**src/rtl/mem_port_arbiter.sv**
```systemverilog
// Arbitrates instruction-fetch and data ports onto one single-port memory.
// Optional fetch starvation guard is enabled by defining ARB_STARVE_GUARD_EN.
module mem_port_arbiter #(
  parameter int AW       = 32,
  parameter int DW       = 32,
  parameter int MAX_WAIT = 4
) (
  input  logic          clk,
  input  logic          rst,
  input  logic          halt,
  input  logic          if_req,
  input  logic [AW-1:0] if_addr,
  output logic          if_ack,
  output logic          if_rvalid,
  output logic [DW-1:0] if_rdata,
  input  logic          d_req,
  input  logic          d_we,
  input  logic [AW-1:0] d_addr,
  input  logic [DW-1:0] d_wdata,
  output logic          d_ack,
  output logic          d_rvalid,
  output logic [DW-1:0] d_rdata,
  output logic          mem_en,
  output logic          mem_we,
  output logic [AW-1:0] mem_addr,
  output logic [DW-1:0] mem_wdata,
  input  logic [DW-1:0] mem_rdata
);

  typedef enum logic [1:0] {
    OWN_NONE  = 2'd0,
    OWN_FETCH = 2'd1,
    OWN_DATA  = 2'd2
  } owner_t;

  localparam logic [3:0] MAX_WAIT_C = 4'(MAX_WAIT);

  owner_t owner_r;
  owner_t owner_next_s;
  logic   grant_fetch_s;
  logic   grant_data_s;
  logic   force_fetch_s;

`ifdef ARB_STARVE_GUARD_EN
  logic [3:0] wait_cnt_r;

  // A fetch that has waited MAX_WAIT cycles pre-empts the data port
  assign force_fetch_s = if_req && !halt && (wait_cnt_r == MAX_WAIT_C);

  // Saturating count of consecutive refused, eligible fetch cycles
  always_ff @(posedge clk) begin
    if (rst) begin
      wait_cnt_r <= 4'd0;
    end else if (!if_req || halt || grant_fetch_s) begin
      wait_cnt_r <= 4'd0;
    end else if (wait_cnt_r != 4'hF) begin
      wait_cnt_r <= wait_cnt_r + 4'd1;
    end else begin
      wait_cnt_r <= wait_cnt_r;
    end
  end
`else
  logic unused_max_wait_s;

  assign force_fetch_s     = 1'b0;
  assign unused_max_wait_s = ^MAX_WAIT_C;
`endif

  // Single-winner grant: forced fetch, then data, then fetch when not halted
  always_comb begin
    grant_fetch_s = 1'b0;
    grant_data_s  = 1'b0;
    if (force_fetch_s) begin
      grant_fetch_s = 1'b1;
    end else if (d_req) begin
      grant_data_s = 1'b1;
    end else if (if_req && !halt) begin
      grant_fetch_s = 1'b1;
    end else begin
      grant_fetch_s = 1'b0;
      grant_data_s  = 1'b0;
    end
  end

  // Memory command mux; all fields are zero when nothing is granted
  always_comb begin
    mem_en    = 1'b0;
    mem_we    = 1'b0;
    mem_addr  = {AW{1'b0}};
    mem_wdata = {DW{1'b0}};
    if (grant_data_s) begin
      mem_en    = 1'b1;
      mem_we    = d_we;
      mem_addr  = d_addr;
      mem_wdata = d_wdata;
    end else if (grant_fetch_s) begin
      mem_en   = 1'b1;
      mem_addr = if_addr;
    end else begin
      mem_en = 1'b0;
    end
  end

  assign if_ack = grant_fetch_s;
  assign d_ack  = grant_data_s;

  // Owner of the read whose data returns next cycle; writes own nothing
  always_comb begin
    owner_next_s = OWN_NONE;
    if (grant_fetch_s) begin
      owner_next_s = OWN_FETCH;
    end else if (grant_data_s && !d_we) begin
      owner_next_s = OWN_DATA;
    end else begin
      owner_next_s = OWN_NONE;
    end
  end

  // Owner register; reset discards any read granted during reset
  always_ff @(posedge clk) begin
    if (rst) begin
      owner_r <= OWN_NONE;
    end else begin
      owner_r <= owner_next_s;
    end
  end

  // Route the read-valid strobe to the recorded owner
  always_comb begin
    if_rvalid = 1'b0;
    d_rvalid  = 1'b0;
    case (owner_r)
      OWN_FETCH: if_rvalid = 1'b1;
      OWN_DATA:  d_rvalid  = 1'b1;
      OWN_NONE:  if_rvalid = 1'b0;
      default: begin
        if_rvalid = 1'b0;
        d_rvalid  = 1'b0;
      end
    endcase
  end

  assign if_rdata = mem_rdata;
  assign d_rdata  = mem_rdata;

endmodule
```
**config.mk**
```make
export PLATFORM = sky130hd
export DESIGN_NAME = mem_port_arbiter
export DESIGN_NICKNAME = d
export VERILOG_FILES = /design/src/rtl/mem_port_arbiter.sv
export SDC_FILE = /design/constraint.sdc
export NUM_CORES = 1
export LEC_CHECK = 0
export ABC_AREA = 1
export BUFFER_PORTS_ARGS = -buffer_cell sky130_fd_sc_hd__buf_4
export CAP_MARGIN = 20
export CORE_AREA = 2 2 104 106
export DETAILED_ROUTE_END_ITERATION = 10
export DIE_AREA = 0 0 106 108
export GPL_TIMING_DRIVEN = 1
export PLACE_DENSITY_LB_ADDON = 0.05
export SLEW_MARGIN = 20
export SYNTH_ARGS = -nofsm -noshare
export SYNTH_HDL_FRONTEND = slang
export SYNTH_SLANG_ARGS = --single-unit
```
**constraint.sdc**
```tcl
create_clock -name clk -period 0.8 [get_ports clk]
set_input_delay 0.16 -clock clk [delete_from_list [all_inputs] [get_ports clk]]
set_output_delay 0.16 -clock clk [all_outputs]
set_load 0.005 [all_outputs]
```
; ---- Yosys cells after proc, flatten, opt, wreduce, memory -nomap -nowiden
; Cells that the tools add are included.
[totals]
register_bits = 2
input_bits = 134
output_inout_bits = 134
word_cells = 22
[classes]
eq_ne = 2
mux = 13
n_reduce_logical = 5
[op_table]
columns = cell, count
row1 = $mux W32, 3
row2 = $mux W1, 9
row3 = $eq A2 B1 Y1 const B, 1
row4 = $eq A2 B2 Y1 const B, 1
row5 = $logic_and A1 B1 Y1, 2
row6 = $logic_not A1 Y1, 2
row7 = $mux W2, 1
row8 = $reduce_or A2 Y1, 1

; ---- Depth between registers and ports, before layout
; Gate-level depths: netlist (run 1).
[logic_depth]
word_depth = 6
ltp_mapped = 4
depth_no_buf = 3

; ---- Least setup slack after synthesis (run 1)
; Ideal clock, no wire load.
[synth_path]
path_type = input-to-output
from = input if_req
to = output mem_addr[23]
arrival_time_ns = 0.634
path_slack_ns = 0.006
cell_stages = 4
path_buffers = 2
cell_sequence = buf_2 -> buf_2 -> nand4_1 -> nand2_1
[synth_between]
elab_chain_cells = 5
[synth_lines]
columns = element, line_no
row1 = start: declaration, 11  ; input logic if_req,
row2 = $logic_and A1 B1 Y1, 77  ; end else if (if_req && !halt) begin
row3 = $mux W1, 77
row4 = $mux W1, 75  ; end else if (d_req) begin
row5 = $mux W32, 96  ; end else if (grant_fetch_s) begin
row6 = $mux W32, 91  ; if (grant_data_s) begin
row7 = end: declaration, 25  ; output logic [AW-1:0] mem_addr,
; Every way passes these cells.

; ---- Worst setup path in the final report (run 1)
[layout_path]
from = input d_req
to = output mem_addr[14]
[layout_between]
elab_chain_cells = 3
[layout_lines]
columns = element, line_no
row1 = start: declaration, 16  ; input logic d_req,
row2 = $mux W1, 75
row3 = $mux W32, 96
row4 = $mux W32 (*), 91
; Every way passes the cells marked *; elsewhere a longest branch is shown, timed or not.

==> flow_metrics.tcl, run 1 <==
set metrics [dict create \
    timing.final.crit_period_ns 0.970 \
    synth-simple-area-share_pct 43.7 \
    drt_pass1_iterations 4 \
    violations "setup timing" \
    syn_inst 258 \
    finish.utilization_pct 27.7 \
    port_buffers 171 \
    rsz0062_at_grt "true" \
    place.gp.congestion 0.646 \
    grt_pass1_wl_mm 8.91 \
    core_um2 10200 \
    min_period_over_period_pct 121 \
    ys_ff_latch 2 \
    synth_top_family_by_area "buffers and inverters" \
    min_from "d_we" \
    viasPerCell 3.75 \
    synth_fp_nets 392 \
    synth_xor_area_share_pct 0 \
    fill_cells 1147 \
    synth_mux_area_share_pct 0 \
    setup_ws_ns -0.170 \
    drive_gt1_share_pct 63.7 \
    die_h_um 108 \
    p_total_mw 1.87 \
    cts_tree "yes" \
    synthAdderAreaFrac_pct 0 \
    cts-htree-levels 1 \
    end_kind "output port" \
    outcome "complete, but fails checks" \
    num_vias 1892 \
    grt_usage_pct 9.69 \
    top_regs "owner_r x2" \
    num_rows 37 \
    p_leak_nw 1.73 \
    startpoint_type "primary input" \
    syn_to_final_growth_pct 107 \
    overflow 0 \
    cts_buffers 3 \
    crit_chain "buf_12, buf_12, clkbuf_16, nand2_2, nand2_1, buf_4" \
    critical_path_class "primary input to output port" \
    path_clk_slew_ns 0.03 \
    clock-root-buffer "clkbuf_8" \
    largest_reg_flops 2 \
    critPathTopFamily "buffers and inverters" \
    ys_warn_count 0 \
    worst_path_most_repeated_cell "buf_12" \
    die-width_um 106 \
    first_global_vias 1824 \
    yosysTopAreaCellShare_pct 39.0 \
    clockBufferDepth 2 \
    cp.arrival_ns 0.81 \
    fmax_ghz 1.03 \
    crit_buf_inv 4 \
    hold_class "primary input to flop" \
    synth_seq_area_share_pct 2.93 \
    drt_wl_total_mm 6.45 \
    placedCellCount 496 \
    die_area_um2 11400 \
    layout.nets 505 \
    clock_sinks 2 \
    final_cells 505 \
    netlist_area_um2 1370 \
    min_path_cells 2 \
    ir_drop_uv 340 \
    crit_slowest_cell "clkbuf_16" \
    worst_pin_slew_ns 0.173 \
    antennaDiodeCount 0 \
    power.density_nw_per_um2 660 \
    holdPathEnd "owner_r[1]$_SDFF_PP0_" \
    pin_count 268 \
    initial_core_util_pct 13.4 \
    ctsHoldBuffers 0 \
    slew_violations 0 \
    post-route-drc-count 0 \
    dpl.hpwl_mm 4.72 \
    critical_path_peak_fanout 6 \
    top_register "owner_r" \
    drtIter0Drc 50 \
    grt_max_degree 36 \
    syn_area_per_cell_um2 5.30 \
    antenna_found_initial 0 \
    synth_area_leaders "buf_4, nand2_1, nand4_1" \
    maxCapViolations 0 \
    relSlewSlack_pct 88.4 \
    yosysUniqueCellTypes 12 \
    wl_per_cell_um 12.8 \
    yosys.area.top_type "buf_4" \
    synth_compound_area_share_pct 0 \
    critPathMaxStageDelay_ns 0.16 \
    drt.antenna.violating_nets 0 \
    fin_hold_ws_ns 0.111 \
    hold_viol 0 \
    setup_viol 70 \
    worstPathRequired_ns 0.64 \
]
[per-stage QoR]
stage | instance area, um2 | setup TNS, ns | setup slack (ns)
2_1_floorplan | 1370 | 0 | 0.00561
3_3_place_gp | 2380 | -10.54 | -0.237
3_5_place_dp | 2380 | -10.60 | -0.238
4_1_cts | 2590 | -7.37 | -0.177
5_1_grt | 2830 | -9.09 | -0.191
6_report | 2830 | -6.45 | -0.170
[area by class of cell]
class / count / area [um2] / share of cell area [%]
Clock buffer: 3 / 41.3 / 1.46
Inverter: 38 / 168 / 5.92
Multi-Input combinational cell: 136 / 701 / 24.7
Timing Repair Buffer: 190 / 1710 / 60.4
Sequential cell: 2 / 42.5 / 1.50
Tap cell: 136 / 170 / 6.01
[worst max-delay path by stage]
stage,start,to,slack [ns],cells after the start
6_report,d_req,mem_addr[14],-0.17,6
3_5_place_dp,d_req,mem_addr[8],-0.24,6
5_1_grt,d_req,mem_addr[22],-0.19,6
2_1_floorplan,if_req,mem_addr[23],0.006,4
4_1_cts,d_req,if_ack,-0.18,7
3_3_place_gp,d_req,mem_addr[8],-0.24,6
[where the power goes]
part	switching [mW]	internal [mW]	total [mW]
Combinational	0.511	0.863	1.37
Sequential	0.00203	0.105	0.107
Clock	0.0720	0.317	0.390
[synthesized netlist by cell type, drive strengths merged]
| library cell | n |
|---|---|
| nand2 | 99 |
| buf | 82 |
| inv | 37 |
| nand4 | 32 |
| nor2 | 3 |
| dfxtp | 2 |
| clkinv | 1 |
| nand3 | 1 |
| nor3 | 1 |
[kinds of logic after synthesis]
group	after synthesis
buffers and inverters	120
DFF	2
and+or+nand+nor	136
[routing by layer]
layer	global-route usage [%]	share of wire, %
met5	0	0
met4	3.10	1.4
met3	1.93	7.7
met2	20.1	58
met1	9.46	33
[cells in the final DEF, fill, tap and decap left out, drive strengths merged]
cell,count
buf,187
nand2,99
inv,36
nand4,32
clkbuf,6
nor2,3
clkinv,2
dfxtp,2
nand3,1
nor3,1
[repair_timing]
item | 4_1_cts | 5_1_grt
gates cloned | 3 | 3
buffers inserted | 2 | 0
pin swaps | 3 | 7
setup endpoints to repair | 70 | 70
resized for setup | 27 | 63
Note: power is estimated with default switching activity, not from simulation.
==> inputs of run 2 (changes only) <==
==> constraint.sdc (replaced) <==
create_clock -name clk -period 0.8 [get_ports clk]
set_input_delay 0.04 -clock clk [delete_from_list [all_inputs] [get_ports clk]]
set_output_delay 0.04 -clock clk [all_outputs]
set_load 0.005 [all_outputs]
==> flow_metrics.tcl, run 2 (same netlist as run 1, synthesis figures left out) <==
set metrics [dict create \
    outcome "complete, but fails checks" \
    violations "setup timing" \
    wl_per_cell_um 13.0 \
    drt_wl_total_mm 6.58 \
    grt_max_degree 36 \
    endpoint "if_rvalid" \
    die_h_um 108 \
    slew_violations 0 \
    post-route-drc-count 0 \
    critical_path_class "flop to output port" \
    post_dp_cell_area_um2 2370 \
    relSlewSlack_pct 81.0 \
    cp.arrival_ns 0.77 \
    largest_reg_flops 2 \
    top_register "owner_r" \
    die-width_um 106 \
    dpl_worst_slack_ns 0.00149 \
    cts_tree "yes" \
    dpl.hpwl_mm 4.84 \
    clock_sinks 2 \
    maxCapViolations 0 \
    setup_ws_ns -0.0141 \
    rsz0062_at_grt "true" \
    startpoint "owner_r[0]$_SDFF_PP0_" \
    fin_hold_ws_ns 0.0800 \
    layout.nets 505 \
    first_global_vias 1869 \
    hold_viol 0 \
    overflow 0 \
    min_period_over_period_pct 102 \
    clock-root-buffer "clkbuf_8" \
    pin_count 268 \
    antenna_found_initial 0 \
    port_buffers 171 \
    hold_class "primary input to output port" \
    ir_drop_uv 222 \
    final_cells 505 \
    syn_to_final_growth_pct 92.8 \
    worstPathRequired_ns 0.76 \
    core_um2 10200 \
    initial_core_util_pct 13.4 \
    place.gp.congestion 0.644 \
    drt_pass1_iterations 4 \
    drtIter0Drc 51 \
    power.density_nw_per_um2 669 \
    final_cell_mix "buf_4, nand2_1, inv_1" \
    drive_gt1_share_pct 54.5 \
    p_leak_nw 1.67 \
    grt_pass1_wl_mm 9.00 \
    viasPerCell 3.70 \
    worst_pin_slew_ns 0.285 \
    num_vias 1870 \
    startpoint_type "flop" \
    path_clk_slew_ns 0.03 \
    antennaDiodeCount 0 \
    die_area_um2 11400 \
    final_common_cell "buf_4" \
    p_total_mw 1.76 \
    critical_path_peak_fanout 2 \
    placedCellCount 494 \
    design_area_um2 2640 \
    fill_cells 1171 \
    num_rows 37 \
    fmax_ghz 1.23 \
    grt_usage_pct 9.85 \
    timing.final.crit_period_ns 0.814 \
    drt.antenna.violating_nets 0 \
    cts_buffers 3 \
    top_regs "owner_r x2" \
    end_kind "output port" \
    cts-htree-levels 1 \
    setup_viol 1 \
    clockBufferDepth 2 \
]
-- run 2: through the flow --
stage               utilization, %  TNS, ns
floorplan                        -        0
global placement              23.1        0
detailed placement            23.1        0
CTS                           23.8  -0.0209
global route                  25.8   -0.414
finish                        25.8  -0.0141
-- run 2: how the worst min path moves through the flow --
stage                                        to  slack (ns)           from  cells after the start
after detailed placement             d_rdata[6]        0.08   mem_rdata[6]                      0
after floorplan           owner_r[1]$_SDFF_PP0_        0.11           d_we                      1
after CTS                            d_rdata[6]        0.08   mem_rdata[6]                      0
after global placement               d_rdata[6]        0.08   mem_rdata[6]                      0
final                               d_rdata[31]        0.08  mem_rdata[31]                      0
after global routing                d_rdata[30]        0.08  mem_rdata[30]                      0
-- run 2: layer usage --
layer / wire [um] / up-vias / global-route usage, %
met1: 2300 / 811 / 9.68
met2: 3650 / 91 / 19.9
met3: 540 / 21 / 2.59
li1: - / 947 / -
met4: 89 / 0 / 3.20
met5: 0 / - / 0
-- run 2: area by class of cell --
cell class                      count  area, um2  area share [%]
Sequential cell                     2       42.5            1.61
Multi-Input combinational cell    136        611            23.2
Clock buffer                        3       41.3            1.57
Tap cell                          136        170            6.45
Timing Repair Buffer              190       1620            61.5
Inverter                           38        151            5.74
-- run 2: timing repair --
| action | CTS | global route |
|---|---|---|
| cloned | 0 | 5 |
| hold buffers | 2 | 0 |
| hold endpoints to repair | 2 | 0 |
| gates resized for setup | 2 | 31 |
| pin swaps | 0 | 13 |
| endpoints found under the setup margin | 3 | 34 |
| buffers inserted | 1 | 0 |
-- run 2: critical path, cell delays in order (launching register included) --
cell and delay [ns]:
dfxtp_2 0.32, inv_1 0.04, nor2_1 0.09, buf_4 0.12
-- run 2: report_power, final --
group	total (mW)	switching (mW)	internal [mW]	leakage, nW
clock network	0.394	0.0760	0.318	0.0216
registers	0.107	0.00215	0.105	0.0172
logic	1.26	0.471	0.791	1.63
total	1.76	0.550	1.21	1.67
